File: src/rtl/pixel_result_writer.sv
// pixel_result_writer: buffers solver results in a small FIFO, drains them as Avalon-MM writes and pulses tile_done per completed tile
module pixel_result_writer #(
  parameter int FIFO_DEPTH_BITS = 2,
  parameter logic [31:0] BASE_ADDR = 32'h0000_0000
) (
  input  logic        clock,
  input  logic        reset,
  input  logic [31:0] in_addr,
  input  logic [15:0] in_data,
  input  logic        in_valid,
  output logic        in_ready,
  input  logic        cfg_wr_en,
  input  logic [15:0] cfg_tile_pixels,
  output logic [31:0] avm_address,
  output logic [15:0] avm_writedata,
  output logic        avm_write,
  input  logic        avm_waitrequest,
  output logic        tile_done,
  output logic        busy
);
  localparam int DEPTH = 1 << FIFO_DEPTH_BITS;
  logic [31:0] mem_addr [DEPTH];
  logic [15:0] mem_data [DEPTH];
  logic [FIFO_DEPTH_BITS-1:0] wr_ptr, rd_ptr;
  logic [FIFO_DEPTH_BITS:0] occ;
  logic [15:0] count, tile_pixels;
  logic [31:0] head_addr;
  logic empty, push, pop;
  // occupancy never exceeds DEPTH, so its MSB alone marks full
  always_comb begin
    empty = occ == '0;
    in_ready = !occ[FIFO_DEPTH_BITS];
    push = in_valid && in_ready;
    avm_write = !empty;
    pop = avm_write && !avm_waitrequest;
    head_addr = mem_addr[rd_ptr];
    avm_address = empty ? '0 : BASE_ADDR + {head_addr[30:0], 1'b0};
    avm_writedata = empty ? '0 : mem_data[rd_ptr];
    busy = !empty || count != '0;
  end
  always_ff @(posedge clock)
    if (push) begin
      mem_addr[wr_ptr] <= in_addr;
      mem_data[wr_ptr] <= in_data;
    end
  always_ff @(posedge clock) begin
    if (reset) begin
      wr_ptr <= '0;
      rd_ptr <= '0;
      occ <= '0;
    end else begin
      wr_ptr <= push ? wr_ptr + FIFO_DEPTH_BITS'(1) : wr_ptr;
      rd_ptr <= pop ? rd_ptr + FIFO_DEPTH_BITS'(1) : rd_ptr;
      occ <= push && !pop ? occ + (FIFO_DEPTH_BITS+1)'(1) :
             pop && !push ? occ - (FIFO_DEPTH_BITS+1)'(1) : occ;
    end
  end
  // a config load takes priority over counting a same-cycle pop
  always_ff @(posedge clock) begin
    if (reset) begin
      count <= '0;
      tile_pixels <= '0;
      tile_done <= 1'b0;
    end else begin
      tile_done <= 1'b0;
      if (cfg_wr_en) begin
        tile_pixels <= cfg_tile_pixels;
        count <= '0;
      end else if (pop) begin
        if (tile_pixels != '0 && count + 16'd1 == tile_pixels) begin
          count <= '0;
          tile_done <= 1'b1;
        end else begin
          count <= count + 16'd1;
        end
      end
    end
  end
endmodule
File: config.mk
export PLATFORM = sky130hd
export DESIGN_NAME = pixel_result_writer
export DESIGN_NICKNAME = d
export VERILOG_FILES = /design/src/rtl/pixel_result_writer.sv
export SDC_FILE = /design/constraint.sdc
export NUM_CORES = 1
export LEC_CHECK = 0
export ABC_CLOCK_PERIOD_IN_PS = 3400
export CAP_MARGIN = 20
export CORE_ASPECT_RATIO = 0.7
export CORE_MARGIN = 1
export CORE_UTILIZATION = 35
export DETAILED_ROUTE_END_ITERATION = 12
export SETUP_SLACK_MARGIN = 0.15
export SYNTH_ARGS = -nofsm -noshare
export SYNTH_HDL_FRONTEND = slang
export SYNTH_SLANG_ARGS = --single-unit
File: constraint.sdc
create_clock -name clock -period 3.4 [get_ports clock]
set_clock_uncertainty 0.05 [all_clocks]
set_input_delay 0.68 -clock clock [delete_from_list [all_inputs] [get_ports clock]]
set_output_delay 0.68 -clock clock [all_outputs]
set_load 0.005 [all_outputs]
* Word-level counts from Yosys, hierarchy flattened
Memory sizes are Yosys's and may differ from the RTL's. A register that Yosys moved wholly into a read port is not among the register bits.
Index checks and enable logic that the tools add are counted.
Widths: inputs -> output; s select.
** Word-level totals
- Memory bits (writable) :: 192
- Input port bits :: 69
- Word-level logic and storage cells :: 44
- Flip-flop bits (word level) :: 40
- Memories :: 2
** Memory list
- mem_addr :: words 4, bits a word 32, read ports 1, clocked after Yosys merged registers in 1, wr ports 1, line 22 : logic [31:0] mem_addr [DEPTH];
- mem_data :: words 4, bits a word 16, read ports 1, clocked after Yosys merged registers in 1, wr ports 1, line 23 : logic [15:0] mem_data [DEPTH];
** Operators by class
- Bitwise gates (word level) :: 1
- Equality and inequality tests :: 1
- Reductions and logical operators :: 17
- Multiplexer cells :: 12
- Add/subtract/negate cells :: 5
** Operator list (number)
- $mux 16 :: 2
- $mux 32 :: 1
- $reduce_bool 16->1 :: 2
- $add 16x1->16 const B :: 1
- $eq 16x16->1 :: 1
- $mux 2 :: 4
- $mux 3 :: 2
- $logic_and 1x1->1 :: 5
- $logic_not 1->1 :: 5
- $add 2x1->2 const B :: 2
- $add 3x1->3 const B :: 1
- $logic_not 3->1 :: 1
- $mux 1 :: 3
- $reduce_or 3->1 :: 1
- $sub 3x1->3 const B :: 1
- $reduce_bool 2->1 :: 1
- $reduce_or 2->1 :: 1
- $logic_or 1x1->1 :: 1
- $not 1->1 :: 1

* Depth between registers and ports, before layout
Gate-level depths: netlist of the first run.
- Depth in word-level cells :: 6
- Gate-level depth with buffers :: 10

* Worst setup path after synthesis of the first run
No wires, ideal clock.
- Path kind :: in2reg
- Start point :: input port in_valid
- End point :: memory mem_addr[0][0] (enable)
- Stages on the path :: 3
- Data arrival time :: 2.189 ns
- Library setup time :: 0.409 ns
- Setup slack :: 0.752 ns
- Buffers on the path :: 1
- Cell sequence :: nor2b_1 > clkbuf_1 > and2_1
** Between the ends
- Word-level cells in the longest chain between the ends :: 3
** Ends and longest elaborated chain
- from (decl) :: line 10 : input logic in_valid,
- $logic_and 1x1->1 :: line 33 : push = in_valid && in_ready;
- named net push :: line 28 : logic empty, push, pop;
- $mux 1 :: line 42 : if (push) begin
- $mux 1 (implied by the code) :: line 43 : mem_addr[wr_ptr] <= in_addr;
- to (decl) :: line 22
The timed path passes the listed nets, and every way through them passes these cells.

* Final worst setup path of the first run
- Start point :: register occ[2]
- End point :: output port avm_address[11]
** Between the ends
- Word-level cells in the longest chain between the ends :: 2
** Ends and longest elaborated chain
- from (decl) :: line 25 : logic [FIFO_DEPTH_BITS:0] occ;
- from (signal assigned) :: line 54 : occ <= push && !pop ? occ + (FIFO_DEPTH_BITS+1)'(1) :
- $logic_not 3->1 :: line 31 : empty = occ == '0;
- $mux 32 :: line 37 : avm_address = empty ? '0 : BASE_ADDR + {head_addr[30:0], 1'b0};
- to (decl) :: line 14 : output logic [31:0] avm_address,
No other way between the ends.

==> results of run 1 <==
==> cell type report <==
cell class / count / area (um2) / share of cell area (%)
multi-input combinational: 301 / 2860 / 23.5
clock buffer: 28 / 637 / 5.24
timing repair buffer: 138 / 1430 / 11.8
clock inverter: 16 / 243 / 2.00
antenna: 1 / 2.50 / 0.0206
tap: 364 / 455 / 3.75
inverter: 10 / 37.5 / 0.309
sequential: 230 / 6490 / 53.4
==> through the flow <==
step | std cells | worst slack [ps] | util (%)
finish | 1088 | 312 | 45.4
global route | 1087 | 227 | 45.4
CTS | 1087 | 274 | 45.4
detailed placement | 1039 | 458 | 42.0
global placement | 1039 | 483 | 42.0
floorplan | 580 | 752 | -
==> power by group <==
part | total [uW] | internal (uW) | switching (uW) | leakage (uW)
Combinational | 2400 | 1390 | 1010 | 0.00148
Sequential | 3480 | 3360 | 121 | 0.00207
Clock | 2880 | 1800 | 1080 | 0.000416
Total | 8770 | 6550 | 2220 | 0.00396
==> cells in the mapped netlist (all sizes together) (3+ instances only) <==
| master | instances | area share [%] |
|---|---|---|
| and2 | 5 | 0.33 |
| a21oi | 6 | 0.31 |
| nor3 | 3 | 0.16 |
| edfxtp | 188 | 59 |
| mux2i | 18 | 1.9 |
| nor2 | 32 | 1.3 |
| nor2b | 48 | 3.1 |
| dfxtp | 42 | 8.8 |
| clkbuf | 21 | 0.84 |
| and4 | 4 | 0.37 |
| mux4 | 47 | 11 |
| nor4 | 7 | 0.52 |
| inv | 10 | 0.39 |
| buf | 18 | 1.1 |
| nand3 | 23 | 1.2 |
| nand2 | 25 | 1.0 |
| o311ai | 12 | 1.7 |
| and3 | 3 | 0.20 |
| xor2 | 12 | 1.1 |
| nand4 | 11 | 0.79 |
| ha | 7 | 0.92 |
| xnor2 | 15 | 1.4 |
==> worst max path at each step <==
stage	endpoint	slack, ps	cells past startpoint
2_1_floorplan	mem_addr[0][0]	750	3
3_3_place_gp	occ[2]	480	10
3_5_place_dp	occ[2]	460	10
5_1_grt	avm_address[3]	230	4
4_1_cts	avm_address[11]	270	4
6_report	avm_address[11]	310	4
==> cells by family after synthesis <==
group                    after synthesis  share of synthesized area (%)
flip-flops                           230                           67.9
AND/OR/NAND/NOR                      167                           9.51
multiplexers                          65                           13.0
buffers and inverters                 49                           2.33
AO/OA/AOI/OAI                         33                           3.67
XOR/XNOR                              27                           2.48
adder cells (fa/ha/maj)                8                           1.13
other                                  1                         0.0392
==> layer usage <==
layer	GRT usage (%)	wire [um]	share of wire [%]	up-vias
met5	0	0	0	-
met4	3.70	439	2.1	0
met3	3.32	1010	4.9	27
met2	23.8	9700	47	116
met1	20.1	9280	45	2753
li1	-	-	-	2490
==> registers in the layout, summed over array words and instances (netlist names), named ones only <==
| name | count |
|---|---|
| mem_addr | 124 |
| mem_data | 64 |
| count | 16 |
| tile_pixels | 16 |
| occ | 3 |
| rd_ptr | 2 |
| wr_ptr | 2 |
| tile_done | 1 |
==> tightest hold or removal path, delay by kind of cell (launching register included) <==
kind | cells | cell delay, ps
and+or+nand+nor | 1 | 50
muxes | 1 | 120
DFF | 1 | 320
==> repair_timing <==
| action | 4_1_cts | 5_1_grt |
|---|---|---|
| setup endpoints to repair | 34 | 0 |
| resized for setup | 1 | 0 |
| setup buffers | 4 | 0 |
==> flow_summary.toml, run 1 <==
[floorplan]
rows = 50
die_area_um2 = 28000
initial_core_util_pct = 35.7
die_x_um = 199
core-area_um2 = 26800
io_pins = 121
die_h_um = 140

[final_layout]
n_fill_cell = 2405
final_area_um2 = 12200
layout_common_cells = "edfxtp_1, clkdlybuf4s50_1, nor2b_1, mux4_2, dfxtp_1"
final_common_cell = "edfxtp_1"
area_growth_pct = 27.2
drive_above_1_share_pct = 18.0
fin_nets = 783

[cts]
cts_buffers = 25
postCtsHoldBufs = 0
h-tree-depth = 1
clkSlewWorstSetupHoldPaths_ps = 60
clk_latency_ps = 510
cts_tree = "built"
clockRootBuffer = "clkbuf_16"
clk_path_buf_depth = 3
cts_num_sinks = 230

[hold_path]
hp-class = "register to register"
hold_path_end = "tile_pixels[2]"
hold-path-cell-count = 2
worstHoldStart = "tile_pixels[2]"

[sta]
setup_violations = 0
hold_slack_ps = 490
slew_headroom_pct = 57.9
tightest_slew_ps = 624
rsz0062_at_grt = "no"
setup_tns_ps = 0
fmax_mhz = 324
min_period_ps = 3090
period_share_pct = 90.8
hold_viol = 0
slew_viol_final = 0

[yosys]
syn_avg_cell_area_um2 = 16.5
synthesis.area_um2 = 9550
yosysWarnings = 0
ys_types = 50
synth_enable_flop_cells = 188
synthFlopType = "edfxtp_1"
ys_ff_latch = 230
seq_area_frac_synth_pct = 67.9
synth_nets = 657
synthCells = 580
async_reset_ff_share_pct = 0

[place]
gp_congestion = 0.856
port_buffers = 118
dp_hpwl_um = 12800
dpl_cell_area_um2 = 11200

[routing]
routed_wl_um = 20400
route.detailed.drc = 0
vias = 5386
drtIter0Drc = 300
viasPerCell = 4.95
ant_nets = 0
drt-wirelength-per-cell_um = 18.8
dr.pass1.iters = 4

[critical_path]
r2r_end = "count[4]"
worstPathRequired_ps = 2670
start_kind = "register"
rr_startpoint = "count[0]"
path_buf_inv = 2
arrival_ps = 2360
slowest_stage = "nor3_2"
regToRegSetupSlack_ps = 620
crit_chain = "nor3_2 > buf_12 > nor2b_1 > clkdlybuf4s50_1"
endpoint_kind = "output pin"
crit_path_max_fanout = 47
path_class = "register to output pin"
startpoint = "occ[2]"
worstRegToRegCells = 7
cp_top_family = "buffers and inverters"
cpPeakStageDelay_ps = 540

[power_and_ir_drop]
power_leakage_uw = 0.00396
power_uw = 8770
ir_drop_v = 0.000493
power_density_nw_per_um2 = 721

[run_status]
status = "finished clean"

[run]
drv_cap = 0

[global_route]
antenna_found_initial = 0
overflow = 0
grt_usage_pct = 14.7
grt_pass1_vias = 5572
grt_max_degree = 48
grt_first_pass_wirelength_um = 31500
No activity file was read; power rests on OpenSTA's default activity.
==> run 2: changes to the inputs <==
--- a/config.mk
+++ b/config.mk
@@ -5,10 +5,10 @@
 export SDC_FILE = /design/constraint.sdc
 export NUM_CORES = 1
 export LEC_CHECK = 0
-export ABC_CLOCK_PERIOD_IN_PS = 3400
+export ABC_CLOCK_PERIOD_IN_PS = 2600
 export CAP_MARGIN = 20
 export CORE_ASPECT_RATIO = 0.7
-export CORE_MARGIN = 1
+export CORE_MARGIN = 2
 export CORE_UTILIZATION = 35
 export DETAILED_ROUTE_END_ITERATION = 12
 export SETUP_SLACK_MARGIN = 0.15
==> constraint.sdc (replaced) <==
create_clock -name clock -period 2.6 [get_ports clock]
set_clock_uncertainty 0.05 [all_clocks]
set_input_delay 0.52 -clock clock [delete_from_list [all_inputs] [get_ports clock]]
set_output_delay 0.52 -clock clock [all_outputs]
set_load 0.005 [all_outputs]
==> flow_summary.toml, run 2 (same netlist as run 1, synthesis figures left out) <==
[power_and_ir_drop]
clkPwrFrac_pct = 28.6
power_leakage_uw = 0.00464
p_sw_share_pct = 26.8
switchingPower_uw = 3300
intPower_uw = 9030
power_density_nw_per_um2 = 931
p_seq_share_pct = 36.7
comb_power_share_pct = 34.6
ir_drop_v = 0.000477

[final_layout]
reg_top3 = "mem_addr (124), mem_data (64)"
antenna_cells = 0
fin_nets = 845
final_common_cell = "edfxtp_1"
top_register = "mem_addr"
largest_reg_flops = 124
post-route-util_pct = 49.5
drive_above_1_share_pct = 38.3
area_growth_pct = 38.6
final_cells = 1149
layout_common_cells = "edfxtp_1, clkdlybuf4s50_1, mux4_2, buf_2, buf_4"

[sta]
period_share_pct = 103
hold_viol = 0
rsz0062_at_grt = "yes"
slew_headroom_pct = 66.3
slew_viol_final = 0
fin_ws_ps = -79.6
min_period_ps = 2680
setup_violations = 12
tightest_slew_ps = 500
fmax_mhz = 373

[routing]
vias = 5797
dr.pass1.iters = 5
viasPerCell = 5.05
ant_nets = 0
routed_wl_um = 22900
drt-wirelength-per-cell_um = 19.9
route.detailed.drc = 0
drtIter0Drc = 281

[cts]
clockRootBuffer = "clkbuf_16"
clk_latency_ps = 520
h-tree-depth = 1
cts_tree = "built"
clkSlewWorstSetupHoldPaths_ps = 60
cts_num_sinks = 230
postCtsHoldBufs = 0
clk_path_buf_depth = 3
cts_buffers = 24

[place]
port_buffers = 118
place_inst = 1062
gp_congestion = 0.863
dp_hpwl_um = 12800

[critical_path]
crit_chain = "buf_12 > buf_12 > buf_16 > buf_8 > mux4_2 > nor2b_1 > buf_2"
slowest_stage = "mux4_2"
cpPeakStageDelay_ps = 480
start_kind = "register"
worstPathRequired_ps = 2030
arrival_ps = 2110
path_buf_inv = 5
cpMostUsedCell = "buf_12"
path_class = "register to output pin"
path_depth = 7
worstRegToRegCells = 9
crit_path_max_fanout = 6
endpoint_kind = "output pin"
cp_top_family = "buffers and inverters"

[global_route]
grt_pass1_vias = 6012
antenna_found_initial = 0
grt_max_degree = 48
grt_usage_pct = 15.4
grt_first_pass_wirelength_um = 34200
overflow = 0

[run_status]
status = "finished, violations left"
violations = "setup timing"

[floorplan]
initial_core_util_pct = 35.7
rows = 50
die_area_um2 = 28700
die_h_um = 142
io_pins = 121
core-area_um2 = 26800
die_x_um = 201

[hold_path]
hp-class = "register to register"
hold-path-cell-count = 2

[run]
drv_cap = 0
[run 2: changes by cell type in the layout (fill, tap and decap cells not counted), sizes merged, moves of 2 or more]
cell           before  now
buf                20  123
bufbuf              0    3
bufinv              6    4
clkdlybuf4s50     118   69
clkinv              6   10
clkinvlp            4    2
clkbuf             28   31
[run 2: what timing repair did]
action | 4_1_cts | 5_1_grt
resized for setup | 237 | 86
setup buffers | 27 | 8
setup endpoints to repair | 62 | 63
pin swaps | 4 | 11
cloned | 7 | 2
hold endpoints to repair | 0 | 0
[run 2: final timing paths]
check	startpoint	endpoint	slack, ps
max	register	avm_writedata[13]	-80
min	count[1]	count[1]	470
max reg2reg	count[0]	count[10]	20
min reg2reg	count[1]	count[1]	470
[run 2: layer usage]
metal | vias up | global-route usage (%) | routed length [um]
met3 | 32 | 2.27 | 950
met1 | 3008 | 21.2 | 10400
met4 | 0 | 3.87 | 412
met5 | - | 0 | 0
met2 | 143 | 26.0 | 11200
li1 | 2614 | - | -
[run 2: tightest hold or removal path, cell delays in order (launching register included)]
cell,delay (ps)
dfxtp_4,360
nand2_1,60
a21oi_1,60
[run 2: cell type report]
type / count / area (um2)
fillers: 2273 / 13500
multi-input cells: 301 / 3330
flip-flops and latches: 230 / 6510
repair buffers: 201 / 2090
clock inverters: 16 / 180
clock buffers: 27 / 633
inverters: 10 / 37.5
well taps: 364 / 455
[run 2: through the flow]
stage / total power [uW] / instance area, um2 / setup WS (ps) / hold WS [ps] / setup TNS (ps)
floorplan: 6180 / 9560 / 153 / 433 / 0
global placement: 7760 / 11400 / 79.6 / 432 / 0
detailed placement: 7820 / 11400 / 0.598 / 460 / 0
CTS: 12200 / 12700 / -139 / 451 / -2400
global route: 12900 / 13200 / -160 / 478 / -3230
finish: 12300 / 13200 / -79.6 / 469 / -738
[run 2: power groups by stage]
stage / logic (uW) / registers, uW / clock network [uW]
final: 4270 / 4530 / 3530
after CTS: 4000 / 4540 / 3620
after global routing: 4560 / 4570 / 3760
after floorplan: 1630 / 4550 / 0
after detailed placement: 3220 / 4600 / 0
after global placement: 3190 / 4570 / 0
==> RTL edit (config.mk and constraints of run 1) <==
Set the parameter `FIFO_DEPTH_BITS` to 1 (it was 2).
--- a/src/rtl/pixel_result_writer.sv
+++ b/src/rtl/pixel_result_writer.sv
@@ -1,6 +1,6 @@
 // pixel_result_writer: buffers solver results in a small FIFO, drains them as Avalon-MM writes and pulses tile_done per completed tile
 module pixel_result_writer #(
-  parameter int FIFO_DEPTH_BITS = 2,
+  parameter int FIFO_DEPTH_BITS = 1,
   parameter logic [31:0] BASE_ADDR = 32'h0000_0000
 ) (
   input  logic        clock,
Check against the original RTL: not equivalent (Yosys sat finds a counterexample within 4 cycles, from zero or initial values and one cycle with reset high).
==> RTL edit against run 1 <==
  * Synthesized cell count down 21%
  * Largest power group unchanged
  * Core utilization up 3.8 points
  * Wire length down 38%
  * Sequential power down 41%
  * Worst setup slack worse by 0.053 ns
  * Sequential cell count down 98
  * Total power down 37%
  * Worst hold slack worse by 0.027 ns
  * Final area down 36%
  * Combinational power down 33%
  * Register-to-register slack worse by 0.19 ns
  * Area after synthesis down 39%
  * Highest routed layer unchanged
==> RTL edit: results (changes against run 1) <==
stage;metric;value;unit;change
run_status;status;finished, final reports clean;;
drt;DRT iter0 DRCs;229;;-24%
global_routing;initial antenna violation count;0;;unchanged
layout;n_diodes;0;;-1
critical_path;Crit Reg-Reg Endpoint;count[15]$_SDFFE_PP0P_;;
hold_path;hold path startpoint;rd_ptr$_SDFFE_PP0P_;;
synthesis;Post-synth ARST share;0;%;unchanged
clock_network;Clock Pin Slew Worst Setup and Hold Paths;0.06;ns;about the same
layout;share of cells above drive strength 1;10.37;%;-7.6 points
place;Port Buffers;118;;unchanged
drt;Pre-antenna DRT Iters;4;;unchanged
hold_path;Min-Delay Path Class;register to register;;
synthesis;synth cell count leaders;edfxtp_1, nor2_1, mux2i_1, dfxtp_1, xnor2_1;;
synthesis;number of flops mapped to enable cells by yosys;94;;-50%
layout;nets;647;;-17%
critical_path;Critical Path Fanout Max;7;;-85%
critical_path;R2R Path Start;count[1]$_SDFFE_PP0P_;;
synthesis;syn_nets;528;;-20%
clock_network;Clock Path Buffers;2;;-1
drt;Vias;3869;;-28%
global_routing;global-route wire length before repair;19770;um;-37%
global_routing;vias in the first global route;3823;;-31%
synthesis;synth top area cells;edfxtp_1, dfxtp_1, mux2i_1;;
timing;Least-Margin Pin Slew;0.6279;ns;+0.004357 ns
clock_network;cts repair resizes;0;;-1
clock_network;cts bufs inserted;17;;-32%
timing;hold_ws;0.4624;ns;-0.02720 ns
place;RePlAce Congestion;0.8908;;+4.1%
layout;top flop regs;mem_addr (62), mem_data (32);;
critical_path;r2r setup slk;0.43;ns;-0.19 ns
synthesis;count of cell types in the netlist;54;;+8.0%
clock_network;worst skew pair latency;0.42;ns;-0.09 ns
power;Pleak;2.681;nW;-32%
hold_path;hold path cells;2;;unchanged
critical_path;Worst Path Arrival;2.41;ns;+0.05 ns
synthesis;Main synth FF type;edfxtp_1;;
place;hpwl dp;8659;um;-32%
drt;Routed WL;12730;um;-38%
synthesis;sequential area share after synthesis;61.74;%;-6.2 points
global_routing;GRT Util Overall;15.45;%;+0.73 points
power;peak supply drop;0.3331;mV;-32%
clock_network;H-tree Lvls;4;;+3
layout;Largest register FFs;62;;-50%
clock_network;Root Buffer;clkbuf_16;;
critical_path;worst r2r path cells;8;;+1
place;Placed Area;7171;um2;-36%
global_routing;largest net degree at the start of global routing;49;;+2.1%
hold_path;hold endpoint;rd_ptr$_SDFFE_PP0P_;;
clock_network;Post-CTS Setup Inserts;0;;-4
synthesis;Ys Warns;0;;unchanged
==> RTL edit: worst max-delay path by stage <==
stage	startpoint	to	slack, ns
floorplan	in_valid	mem_addr[0][0]$_DFFE_PP_	0.71
detailed placement	count[1]$_SDFFE_PP0P_	count[15]$_SDFFE_PP0P_	0.49
global placement	count[1]$_SDFFE_PP0P_	count[3]$_SDFFE_PP0P_	0.60
global route	count[4]$_SDFFE_PP0P_	busy	0.16
CTS	count[9]$_SDFFE_PP0P_	busy	0.20
finish	count[10]$_SDFFE_PP0P_	busy	0.26
==> RTL edit: report_power, final <==
part | leakage (nW) | switching, mW | internal, mW
registers | 1.19 | 0.0742 | 1.97
clock network | 0.287 | 0.710 | 1.16
logic | 1.21 | 0.754 | 0.854
total | 2.68 | 1.54 | 3.99
==> RTL edit: per-layer routing <==
metal	vias up	GRT usage, %	part of all wire (%)
met4	0	7.493	1.8
met2	106	23.31	44
li1	1883	-	-
met3	20	4.178	6.4
met5	-	0	0
met1	1860	20.59	47
==> RTL edit: cell families after synthesis <==
family,count (synthesis),synth area share (%)
and+or+nand+nor,163,14.03
DFF,132,61.74
buffers and inverters,33,3.988
adders and majority gates,3,0.6468
AOI/OAI and AO/OA,26,3.363
other,1,0.06461
muxes,64,11.04
xor gates and xnor gates,34,5.130
==> RTL edit: metrics by stage <==
step	setup WS, ns	instances
final	0.2589	808
after global routing	0.1577	808
after CTS	0.2006	808
after detailed placement	0.4851	776
after global placement	0.5976	776
after floorplan	0.7146	456
==> RTL edit: area by class of cell <==
type	instances	area, um2
fill	1411	8048
clock buffer	18	429.2
multi-input combinational	291	2012
tap	220	275.3
clock inverter	14	176.4
inverter	7	26.28
timing repair buffer	126	1279
sequential	132	3587
==> RTL edit: worst max-delay path, stage by stage (launching register included) <==
cell and delay (ns):
dfxtp_1 0.41, nor4_1 0.34, nand4_1 0.13, or4b_2 0.64, clkdlybuf4s50_1 0.47
